===== config.mk =====
export PLATFORM = sky130hd
export DESIGN_NAME = multicycle_control
export DESIGN_NICKNAME = d
export VERILOG_FILES = /design/src/rtl/multicycle_control.sv
export SDC_FILE = /design/constraint.sdc
export NUM_CORES = 1
export LEC_CHECK = 0
export CORE_MARGIN = 8
export CORE_UTILIZATION = 50
export DETAILED_ROUTE_END_ITERATION = 6
export PLACE_DENSITY = 0.84
export SYNTH_ARGS = -nofsm -noshare
export SYNTH_HDL_FRONTEND = slang
export SYNTH_SLANG_ARGS = --single-unit

===== constraint.sdc =====
create_clock -name clk -period 2.55 [get_ports clk]
set_clock_uncertainty 0.05 [all_clocks]
set_input_delay 0.6375 -clock clk [delete_from_list [all_inputs] [get_ports clk]]
set_output_delay 0.6375 -clock clk [all_outputs]
set_load 0.02 [all_outputs]

===== src/rtl/multicycle_control.sv =====
// ---------------------------------------------------------------------------
// multicycle_control
//
// Moore sequencer for the multi-cycle MIPS datapath. It steps one instruction
// through FETCH, DECODE, EXECUTE, MEMORY and WRITEBACK over a single unified
// memory port. The sequencer waits on the memory ready handshake and traps on
// an undecodable opcode or when a memory access times out.
//
// Parameters:
//   MEM_TIMEOUT   maximum wait cycles held in a memory state before trapping
//                 (0 disables the timeout)
//
// Optional feature macro:
//   MCTRL_JUMP_EN when defined, opcode 0x02 (j) decodes to the JUMP state;
//                 otherwise 0x02 is illegal and traps.
//
// Ports:
//   clk            system clock, rising edge
//   reset          asynchronous, active-high reset
//   opcode[5:0]    IR[31:26], valid from the DECODE cycle onward
//   mem_ready      memory completed the current access this cycle
//   pc_write       unconditional PC load
//   pc_write_cond  PC load if ALU zero
//   pc_source[1:0] 00 ALU result, 01 ALUOut, 10 jump target
//   i_or_d         memory address select: 0 PC, 1 ALUOut
//   mem_read       memory read request
//   mem_write      memory write request
//   mem_size[1:0]  00 word, 01 half signed, 10 half unsigned
//   ir_write       IR load enable
//   reg_dst        1 = rd, 0 = rt
//   mem_to_reg     1 = MDR to register file
//   reg_write      register file write enable
//   alu_src_a      0 PC, 1 register A
//   alu_src_b[1:0] 00 B, 01 const 4, 10 sext imm, 11 sext imm << 2
//   alu_op[1:0]    00 add, 01 sub/compare, 10 funct field
//   state[3:0]     current state encoding
//   instr_done     one-cycle pulse on an instruction's final cycle
//   illegal_op     high in TRAP when the cause is an undecodable opcode
//   mem_timeout    high in TRAP when the cause is a memory timeout
// ---------------------------------------------------------------------------
module multicycle_control #(
  parameter int MEM_TIMEOUT = 16
) (
  input  logic       clk,
  input  logic       reset,
  input  logic [5:0] opcode,
  input  logic       mem_ready,
  output logic       pc_write,
  output logic       pc_write_cond,
  output logic [1:0] pc_source,
  output logic       i_or_d,
  output logic       mem_read,
  output logic       mem_write,
  output logic [1:0] mem_size,
  output logic       ir_write,
  output logic       reg_dst,
  output logic       mem_to_reg,
  output logic       reg_write,
  output logic       alu_src_a,
  output logic [1:0] alu_src_b,
  output logic [1:0] alu_op,
  output logic [3:0] state,
  output logic       instr_done,
  output logic       illegal_op,
  output logic       mem_timeout
);

  typedef enum logic [3:0] {
    S_FETCH    = 4'd0,
    S_DECODE   = 4'd1,
    S_MEM_ADDR = 4'd2,
    S_MEM_RD   = 4'd3,
    S_MEM_WB   = 4'd4,
    S_MEM_WR   = 4'd5,
    S_EXEC_R   = 4'd6,
    S_R_WB     = 4'd7,
    S_EXEC_I   = 4'd8,
    S_I_WB     = 4'd9,
    S_BRANCH   = 4'd10,
    S_JUMP     = 4'd11,
    S_TRAP     = 4'd12
  } state_t;

  localparam logic [5:0] OP_RTYPE = 6'h00;
  localparam logic [5:0] OP_ADDI  = 6'h08;
  localparam logic [5:0] OP_LW    = 6'h23;
  localparam logic [5:0] OP_LH    = 6'h21;
  localparam logic [5:0] OP_LHU   = 6'h25;
  localparam logic [5:0] OP_SW    = 6'h2B;
  localparam logic [5:0] OP_BEQ   = 6'h04;
`ifdef MCTRL_JUMP_EN
  localparam logic [5:0] OP_J     = 6'h02;
`endif

  localparam int CW = (MEM_TIMEOUT < 1) ? 1 : $clog2(MEM_TIMEOUT + 1);
  localparam logic [CW-1:0] TIMEOUT_VAL = CW'(MEM_TIMEOUT);
  localparam bit TIMEOUT_EN = (MEM_TIMEOUT != 0);

  state_t        state_q;
  logic [5:0]    op_q;
  logic [CW-1:0] wait_cnt;
  logic          trap_illegal;
  logic          mem_state;
  logic          timed_out;

  // Load width follows the latched opcode so the IR may change after DECODE.
  function automatic logic [1:0] load_size(input logic [5:0] op);
    case (op)
      OP_LH:   load_size = 2'b01;
      OP_LHU:  load_size = 2'b10;
      default: load_size = 2'b00;
    endcase
  endfunction

  assign mem_state = (state_q == S_FETCH) || (state_q == S_MEM_RD) ||
                     (state_q == S_MEM_WR);
  // A ready on the same cycle as the limit wins over the timeout.
  assign timed_out = TIMEOUT_EN && mem_state && !mem_ready &&
                     (wait_cnt == TIMEOUT_VAL);

  // State, latched opcode, wait counter and trap cause. The counter runs only
  // while a memory state holds, so any state change clears it on entry.
  always_ff @(posedge clk or posedge reset) begin
    if (reset) begin
      state_q      <= S_FETCH;
      op_q         <= '0;
      wait_cnt     <= '0;
      trap_illegal <= 1'b0;
    end else begin
      if (TIMEOUT_EN && mem_state && !mem_ready && !timed_out)
        wait_cnt <= wait_cnt + CW'(1);
      else
        wait_cnt <= '0;

      case (state_q)
        S_FETCH: begin
          if (mem_ready) begin
            state_q <= S_DECODE;
          end else if (timed_out) begin
            state_q      <= S_TRAP;
            trap_illegal <= 1'b0;
          end
        end
        S_DECODE: begin
          op_q <= opcode;
          case (opcode)
            OP_RTYPE:                   state_q <= S_EXEC_R;
            OP_ADDI:                    state_q <= S_EXEC_I;
            OP_LW, OP_LH, OP_LHU, OP_SW: state_q <= S_MEM_ADDR;
            OP_BEQ:                     state_q <= S_BRANCH;
`ifdef MCTRL_JUMP_EN
            OP_J:                       state_q <= S_JUMP;
`endif
            default: begin
              state_q      <= S_TRAP;
              trap_illegal <= 1'b1;
            end
          endcase
        end
        S_MEM_ADDR: state_q <= (op_q == OP_SW) ? S_MEM_WR : S_MEM_RD;
        S_MEM_RD: begin
          if (mem_ready) begin
            state_q <= S_MEM_WB;
          end else if (timed_out) begin
            state_q      <= S_TRAP;
            trap_illegal <= 1'b0;
          end
        end
        S_MEM_WR: begin
          if (mem_ready) begin
            state_q <= S_FETCH;
          end else if (timed_out) begin
            state_q      <= S_TRAP;
            trap_illegal <= 1'b0;
          end
        end
        S_EXEC_R: state_q <= S_R_WB;
        S_EXEC_I: state_q <= S_I_WB;
        default:  state_q <= S_FETCH;
      endcase
    end
  end

  assign state = state_q;

  // Moore decode of the control word. Outputs are forced low while reset is
  // held so an aborted instruction cannot issue any further writes.
  always_comb begin
    pc_write      = 1'b0;
    pc_write_cond = 1'b0;
    pc_source     = 2'b00;
    i_or_d        = 1'b0;
    mem_read      = 1'b0;
    mem_write     = 1'b0;
    mem_size      = 2'b00;
    ir_write      = 1'b0;
    reg_dst       = 1'b0;
    mem_to_reg    = 1'b0;
    reg_write     = 1'b0;
    alu_src_a     = 1'b0;
    alu_src_b     = 2'b00;
    alu_op        = 2'b00;
    instr_done    = 1'b0;
    illegal_op    = 1'b0;
    mem_timeout   = 1'b0;
    if (!reset) begin
      case (state_q)
        S_FETCH: begin
          mem_read  = 1'b1;
          alu_src_b = 2'b01;
          ir_write  = mem_ready;
          pc_write  = mem_ready;
        end
        S_DECODE: begin
          alu_src_b = 2'b11;
        end
        S_MEM_ADDR: begin
          alu_src_a = 1'b1;
          alu_src_b = 2'b10;
        end
        S_MEM_RD: begin
          mem_read = 1'b1;
          i_or_d   = 1'b1;
          mem_size = load_size(op_q);
        end
        S_MEM_WB: begin
          mem_to_reg = 1'b1;
          reg_write  = 1'b1;
          mem_size   = load_size(op_q);
          instr_done = 1'b1;
        end
        S_MEM_WR: begin
          mem_write  = 1'b1;
          i_or_d     = 1'b1;
          instr_done = mem_ready;
        end
        S_EXEC_R: begin
          alu_src_a = 1'b1;
          alu_op    = 2'b10;
        end
        S_R_WB: begin
          reg_dst    = 1'b1;
          reg_write  = 1'b1;
          instr_done = 1'b1;
        end
        S_EXEC_I: begin
          alu_src_a = 1'b1;
          alu_src_b = 2'b10;
        end
        S_I_WB: begin
          reg_write  = 1'b1;
          instr_done = 1'b1;
        end
        S_BRANCH: begin
          alu_src_a     = 1'b1;
          alu_op        = 2'b01;
          pc_write_cond = 1'b1;
          pc_source     = 2'b01;
          instr_done    = 1'b1;
        end
`ifdef MCTRL_JUMP_EN
        S_JUMP: begin
          pc_write   = 1'b1;
          pc_source  = 2'b10;
          instr_done = 1'b1;
        end
`endif
        S_TRAP: begin
          illegal_op  = trap_illegal;
          mem_timeout = !trap_illegal;
        end
        default: ;
      endcase
    end
  end

endmodule


==> results.txt, run 1 <==
CTS buffer count: 3
Initial Util: 52.2%
count of cell types in the netlist: 41
port bufs: 32
worst reg2reg startpoint: wait_cnt[0]
max_cap viols: 0
WHS Path Cells: 1
slew at the pin closest to its max-slew limit: 0.772 ns
Peak Freq: 403 MHz
Hold EP: wait_cnt[0]
WL final: 3.18 mm
Max Root-Sink Buffers: 2
Post-Synthesis Cell Area: 1130 µm²
FF/Latch Area: 402 µm²
Fin. Hold Viols: 0
global-route wire length before repair: 5.13 mm
H-tree levels: 1
IO Pins: 34
initial antenna violation count: 0
area of the multi-input gates: 677 µm²
CP Cell Sequence: clkdlybuf4s50_1, nor3_2, nor2b_1, dlygate4sd2_1
layout cells sized above 1: 28.1%
Mapped Nets: 144
critical path class: in2out
Remaining DRCs: 0
DRT Pass-1 Iters: 4
crit path launch: reset
slowest stage cell, crit path: clkdlybuf4s50_1
register area share after synthesis: 35.4%
Finish-stage setup viols: 0
CP Data Arrival Time: 1.80 ns
Reg2Reg Depth: 6
clock root cell: clkbuf_4
slowest stage delay, CP: 0.48 ns
Reg2Reg Setup Slack: 0.68 ns
Worst-Skew Late Latency: 0.30 ns
top_reg_cell synth: dfrtp_1
Max IR drop VDD: 0.696 mV
number of synthesized flops with an enable pin: 0
worst path required time: 1.86 ns
Synth Area per Inst: 8.51 µm²
Seq cells post-synth: 16
crit path capture type: primary output
Post-DP HPWL: 2.41 mm
Slew Viols, Final: 0
Nets: 183
Max-slew headroom: 47.9%
via-per-instance ratio: 5.78
Ys Warns: 0
startpoint types: input port
Leak: 0.675 nW
hold slack: 0.458 ns
vias in the first global route: 1,087
async set-reset flop share out of synthesis: 100%
final worst-path cycle share: 97.4%
min cycle time layout: 2.48 ns
cells after synthesis: 133
Layout area overhead: 33.1%
die area: 4040 µm²
largest net degree at the start of global routing: 17
TritonCTS Sinks: 16
Reg clk slew, reported paths: 0.10 ns
Post-CTS Setup Bufs: 0
Iteration-0 DRC Markers: 53
CP max FO: 3
total number of vias: 1,151
row count: 17
post-place setup slack: -0.399 ns
worst setup margin: 0.0663 ns
WL/cell: 16.0 µm
post-route ant nets: 0
GRT Util Overall: 15.3%
Worst Hold Class: reg2reg
RD Place Congestion: 0.827
RR Endpoint: state[0]
TritonCTS clock tree: done
Power Density: 931 nW/µm²
Fin Setup TNS: 0 ns
Fillers: 190
Ant. Diodes: 0
Core Footprint: 2170 µm²
grt total ovfl: 0
Die Wd: 63.6 µm
status: complete, no violations
Die Y: 63.6 µm
start point of the worst hold path: wait_cnt[0]
cell usage after synthesis, types with 5 or more instances:
library cell | instances | area share (%)
clkbuf_1 | 6 | 2.0
dfrtp_1 | 16 | 35
inv_1 | 5 | 1.7
mux2_2 | 5 | 5.0
nand2_1 | 5 | 1.7
nand2b_1 | 5 | 2.8
nand3_1 | 6 | 2.7
nand3b_1 | 5 | 3.3
nor2_1 | 14 | 4.6
nor3_1 | 10 | 4.4
o21ai_0 | 7 | 3.1
xor2_1 | 5 | 3.9
placed cells by master (no fill, tap or decap), drive strengths merged, types with 2 or more instances in the layout:
cell	count
a211oi	2
and3	2
buf	23
clkbuf	12
clkdlybuf4s50	12
dfrtp	16
ha	2
inv	5
mux2	5
nand2	5
nand2b	5
nand3	6
nand3b	5
nand4b	2
nor2	14
nor2b	2
nor3	10
nor4	3
nor4b	2
o21ai	7
o22a	2
o31ai	2
or3	3
xnor2	2
xor2	5
power by group:
part	internal [mW]	leakage, nW	switching, mW
Combinational	0.368	0.454	0.433
Sequential	0.338	0.200	0.0881
Clock	0.0872	0.0210	0.0901
sequential cells by signal, indices dropped and copies added, names as in the netlist:
register,count
wait_cnt,5
state,4
trap_illegal,1
op_q,6
through the flow:
stage / area [µm²] / instances / utilization (%) / power (mW)
after detailed placement: 1540 / 195 / 71.1 / 1.25
final: 1510 / 199 / 69.5 / 1.40
after global placement: 1540 / 195 / 71.1 / 1.22
after floorplan: 1130 / 133 / - / 0.912
after CTS: 1570 / 199 / 72.3 / 1.40
after global routing: 1510 / 199 / 69.5 / 1.49
per-layer routing:
layer / part of all wire [%] / GRT usage (%)
met1: 40 / 18.2
met2: 52 / 26.2
met3: 6.6 / 3.36
met4: 0.98 / 5.57
met5: 0 / 0
critical path, delay by kind of cell:
family / cells / cell delay [ns]
buf+inv: 2 / 0.82
simple gates: 2 / 0.34
layout make-up:
class                   count  area share (%)
clock buffers               4            2.41
flip-flops and latches     16            26.6
multi-input cells         101            44.9
inverters                   5            1.24
well taps                  28            2.32
repair buffers             45            22.5
worst max-delay path by stage:
stage,end
after floorplan,i_or_d
after global placement,illegal_op
after detailed placement,mem_timeout
after CTS,alu_op[0]
after global routing,mem_to_reg
final,mem_to_reg
cells by family (layout without fill, tap and decap cells):
logic type | Yosys count | in the layout | synth area share (%)
xor gates and xnor gates | 7 | 7 | 5.41
AOI/OAI and AO/OA | 21 | 21 | 12.8
other | 1 | 1 | 0.331
adders and majority gates | 2 | 2 | 2.21
buffers and inverters | 16 | 54 | 6.52
muxes | 6 | 6 | 5.86
DFF | 16 | 16 | 35.4
and+or+nand+nor | 64 | 64 | 31.5
repair_timing:
action / in CTS / in global routing
resized for setup: 51 / 32
endpoints found under the hold margin: 0 / 0
setup endpoints to repair: 20 / 17
hold buffers: 0 / 0
pin swaps: 1 / 0
(Power assumes the default switching activity.)
==> inputs of run 2 (changes only) <==
--- a/config.mk
+++ b/config.mk
@@ -5,10 +5,13 @@
 export SDC_FILE = /design/constraint.sdc
 export NUM_CORES = 1
 export LEC_CHECK = 0
+export CAP_MARGIN = 40
 export CORE_MARGIN = 8
 export CORE_UTILIZATION = 50
 export DETAILED_ROUTE_END_ITERATION = 6
 export PLACE_DENSITY = 0.84
+export RECOVER_POWER = 25
 export SYNTH_ARGS = -nofsm -noshare
 export SYNTH_HDL_FRONTEND = slang
 export SYNTH_SLANG_ARGS = --single-unit
+export TNS_END_PERCENT = 50
==> results.txt, run 2 (same netlist as run 1, synthesis figures left out) <==
Finish-stage setup viols: 0 (unchanged)
Die Y: 63.6 µm (unchanged)
Peak Freq: 395 MHz (was 403 MHz)
Layout area overhead: 32.9% (was 33.1%)
final worst-path cycle share: 99.3% (was 97.4%)
Max Root-Sink Buffers: 2 (unchanged)
Post-DP HPWL: 2.41 mm (unchanged)
Leak: 0.676 nW (was 0.675 nW)
global-route wire length before repair: 5.13 mm (unchanged)
TritonCTS Sinks: 16 (unchanged)
status: complete, no violations (unchanged)
Hold EP: wait_cnt[0] (unchanged)
RD Place Congestion: 0.827 (unchanged)
CTS buffer count: 3 (unchanged)
Max-slew headroom: 47.7% (was 47.9%)
slew at the pin closest to its max-slew limit: 0.775 ns (was 0.772 ns)
largest net degree at the start of global routing: 17 (unchanged)
Core Footprint: 2170 µm² (unchanged)
worst setup margin: 0.0171 ns (was 0.0663 ns)
initial antenna violation count: 0 (unchanged)
startpoint types: input port (unchanged)
critical path class: in2out (unchanged)
most common cell after layout, fill and taps aside: dfrtp_1 (unchanged)
area of the multi-input gates: 671 µm² (was 677 µm²)
final core occ: 69.4% (was 69.5%)
TritonCTS clock tree: done (unchanged)
Reg2Reg Setup Slack: 0.56 ns (was 0.68 ns)
Cells after DPL: 195 (unchanged)
CP Cell Sequence: clkdlybuf4s50_1, nor3_2, and3_1, dlygate4sd2_1 (was clkdlybuf4s50_1, nor3_2, nor2b_1, dlygate4sd2_1)
Buf/Inv on CP: 2 (unchanged)
H-tree levels: 1 (unchanged)
port bufs: 32 (unchanged)
RSZ-0062 raised after global routing: true
grt total ovfl: 0 (unchanged)
post-route ant nets: 0 (unchanged)
Max IR drop VDD: 0.696 mV (about the same)
Top reg by flops: op_q (unchanged)
WL/cell: 15.9 µm (was 16.0 µm)
Initial Util: 52.2% (unchanged)
via-per-instance ratio: 5.76 (was 5.78)
min cycle time layout: 2.53 ns (was 2.48 ns)
Slew Viols, Final: 0 (unchanged)
post-place setup slack: -0.399 ns (unchanged)
GRT Util Overall: 15.3% (unchanged)
die area: 4040 µm² (unchanged)
Iteration-0 DRC Markers: 33 (was 53)
final cell count without fillers: 199 (unchanged)
Fillers: 190 (unchanged)
slowest stage cell, crit path: clkdlybuf4s50_1 (unchanged)
layout cells sized above 1: 25.7% (was 28.1%)
total number of vias: 1,146 (was 1,151)
Power Density: 925 nW/µm² (was 931 nW/µm²)
Worst Hold Class: reg2reg (unchanged)
Reg clk slew, reported paths: 0.11 ns (was 0.10 ns)
max_cap viols: 0 (unchanged)
Pwr Total: 1.39 mW (was 1.40 mW)
row count: 17 (unchanged)
Remaining DRCs: 0 (unchanged)
start point of the worst hold path: wait_cnt[0] (unchanged)
CP max FO: 3 (unchanged)
Worst-Skew Late Latency: 0.30 ns (about the same)
CP Data Arrival Time: 1.85 ns (was 1.80 ns)
Largest register FFs: 6 (unchanged)
Fin. Hold Viols: 0 (unchanged)
IO Pins: 34 (unchanged)
Ant. Diodes: 0 (unchanged)
RR Endpoint: op_q[4] (was state[0])
clock root cell: clkbuf_4 (unchanged)
FF/Latch Area: 402 µm² (unchanged)
hold slack: 0.457 ns (was 0.458 ns)
DRT Pass-1 Iters: 4 (unchanged)
slowest stage delay, CP: 0.48 ns (about the same)
crit path capture type: primary output (unchanged)
WHS Path Cells: 1 (unchanged)
worst reg2reg startpoint: state[2] (was wait_cnt[0])
vias in the first global route: 1,087 (unchanged)
worst path required time: 1.86 ns (about the same)
crit-path leading delay family: buffers and inverters (unchanged)
most frequent cells in the layout: dfrtp_1, nor2_1, clkdlybuf4s50_1 (was dfrtp_1, nor2_1, clkdlybuf4s50_1, buf_4, buf_2)
Nets: 183 (unchanged)
Die Wd: 63.6 µm (unchanged)
WL final: 3.16 mm (was 3.18 mm)
Reg2Reg Depth: 5 (was 6)
number of hold buffers added after CTS: 0 (unchanged)
[run 2: through the flow]
stage	cell area (µm²)	setup TNS (ns)
after floorplan	1130	0
after global placement	1540	-5.97
after detailed placement	1540	-6.23
after CTS	1570	0
after global routing	1510	-0.0911
final	1510	0
[run 2: area by class of cell]
class | count | area share [%]
Tap cell | 28 | 2.33
Clock buffer | 4 | 2.41
Timing Repair Buffer | 45 | 22.8
Multi-Input combinational cell | 101 | 44.6
Sequential cell | 16 | 26.7
Inverter | 5 | 1.25
[run 2: power breakdown]
part	total [mW]	switching, mW	internal (mW)
logic	0.791	0.430	0.362
clock network	0.177	0.0903	0.0872
registers	0.424	0.0865	0.338
[run 2: worst max-delay path by stage]
stage	startpoint	endpoint	slack [ns]	cells past startpoint
finish	reset	pc_write	0.02	4
global route	reset	ir_write	-0.03	4
CTS	reset	alu_op[0]	0.005	4
detailed placement	reset	mem_timeout	-0.40	5
global placement	reset	illegal_op	-0.39	5
floorplan	state[0]	i_or_d	0.17	3
[run 2: worst register-to-register path: cells and delay by family, from the launching register on]
kind	cells	cell delay (ns)
buffers and inverters	2	0.57
flip-flops	1	0.42
multiplexers	1	0.40
AND/OR/NAND/NOR	2	0.46
[run 2: routing by layer]
layer / global-route usage, % / up-vias / share of wire (%)
met2: 26.2 / 38 / 52
met1: 18.2 / 558 / 41
li1: - / 547 / -
met3: 3.36 / 3 / 6.5
met5: 0 / - / 0
met4: 5.57 / 0 / 0.98
[run 2: timing repair]
| item | CTS | global route |
|---|---|---|
| gates cloned | 0 | 0 |
| setup endpoints to repair | 20 | 17 |
| resized for setup | 51 | 27 |
| pin swaps | 1 | 0 |
| buffers inserted | 0 | 0 |
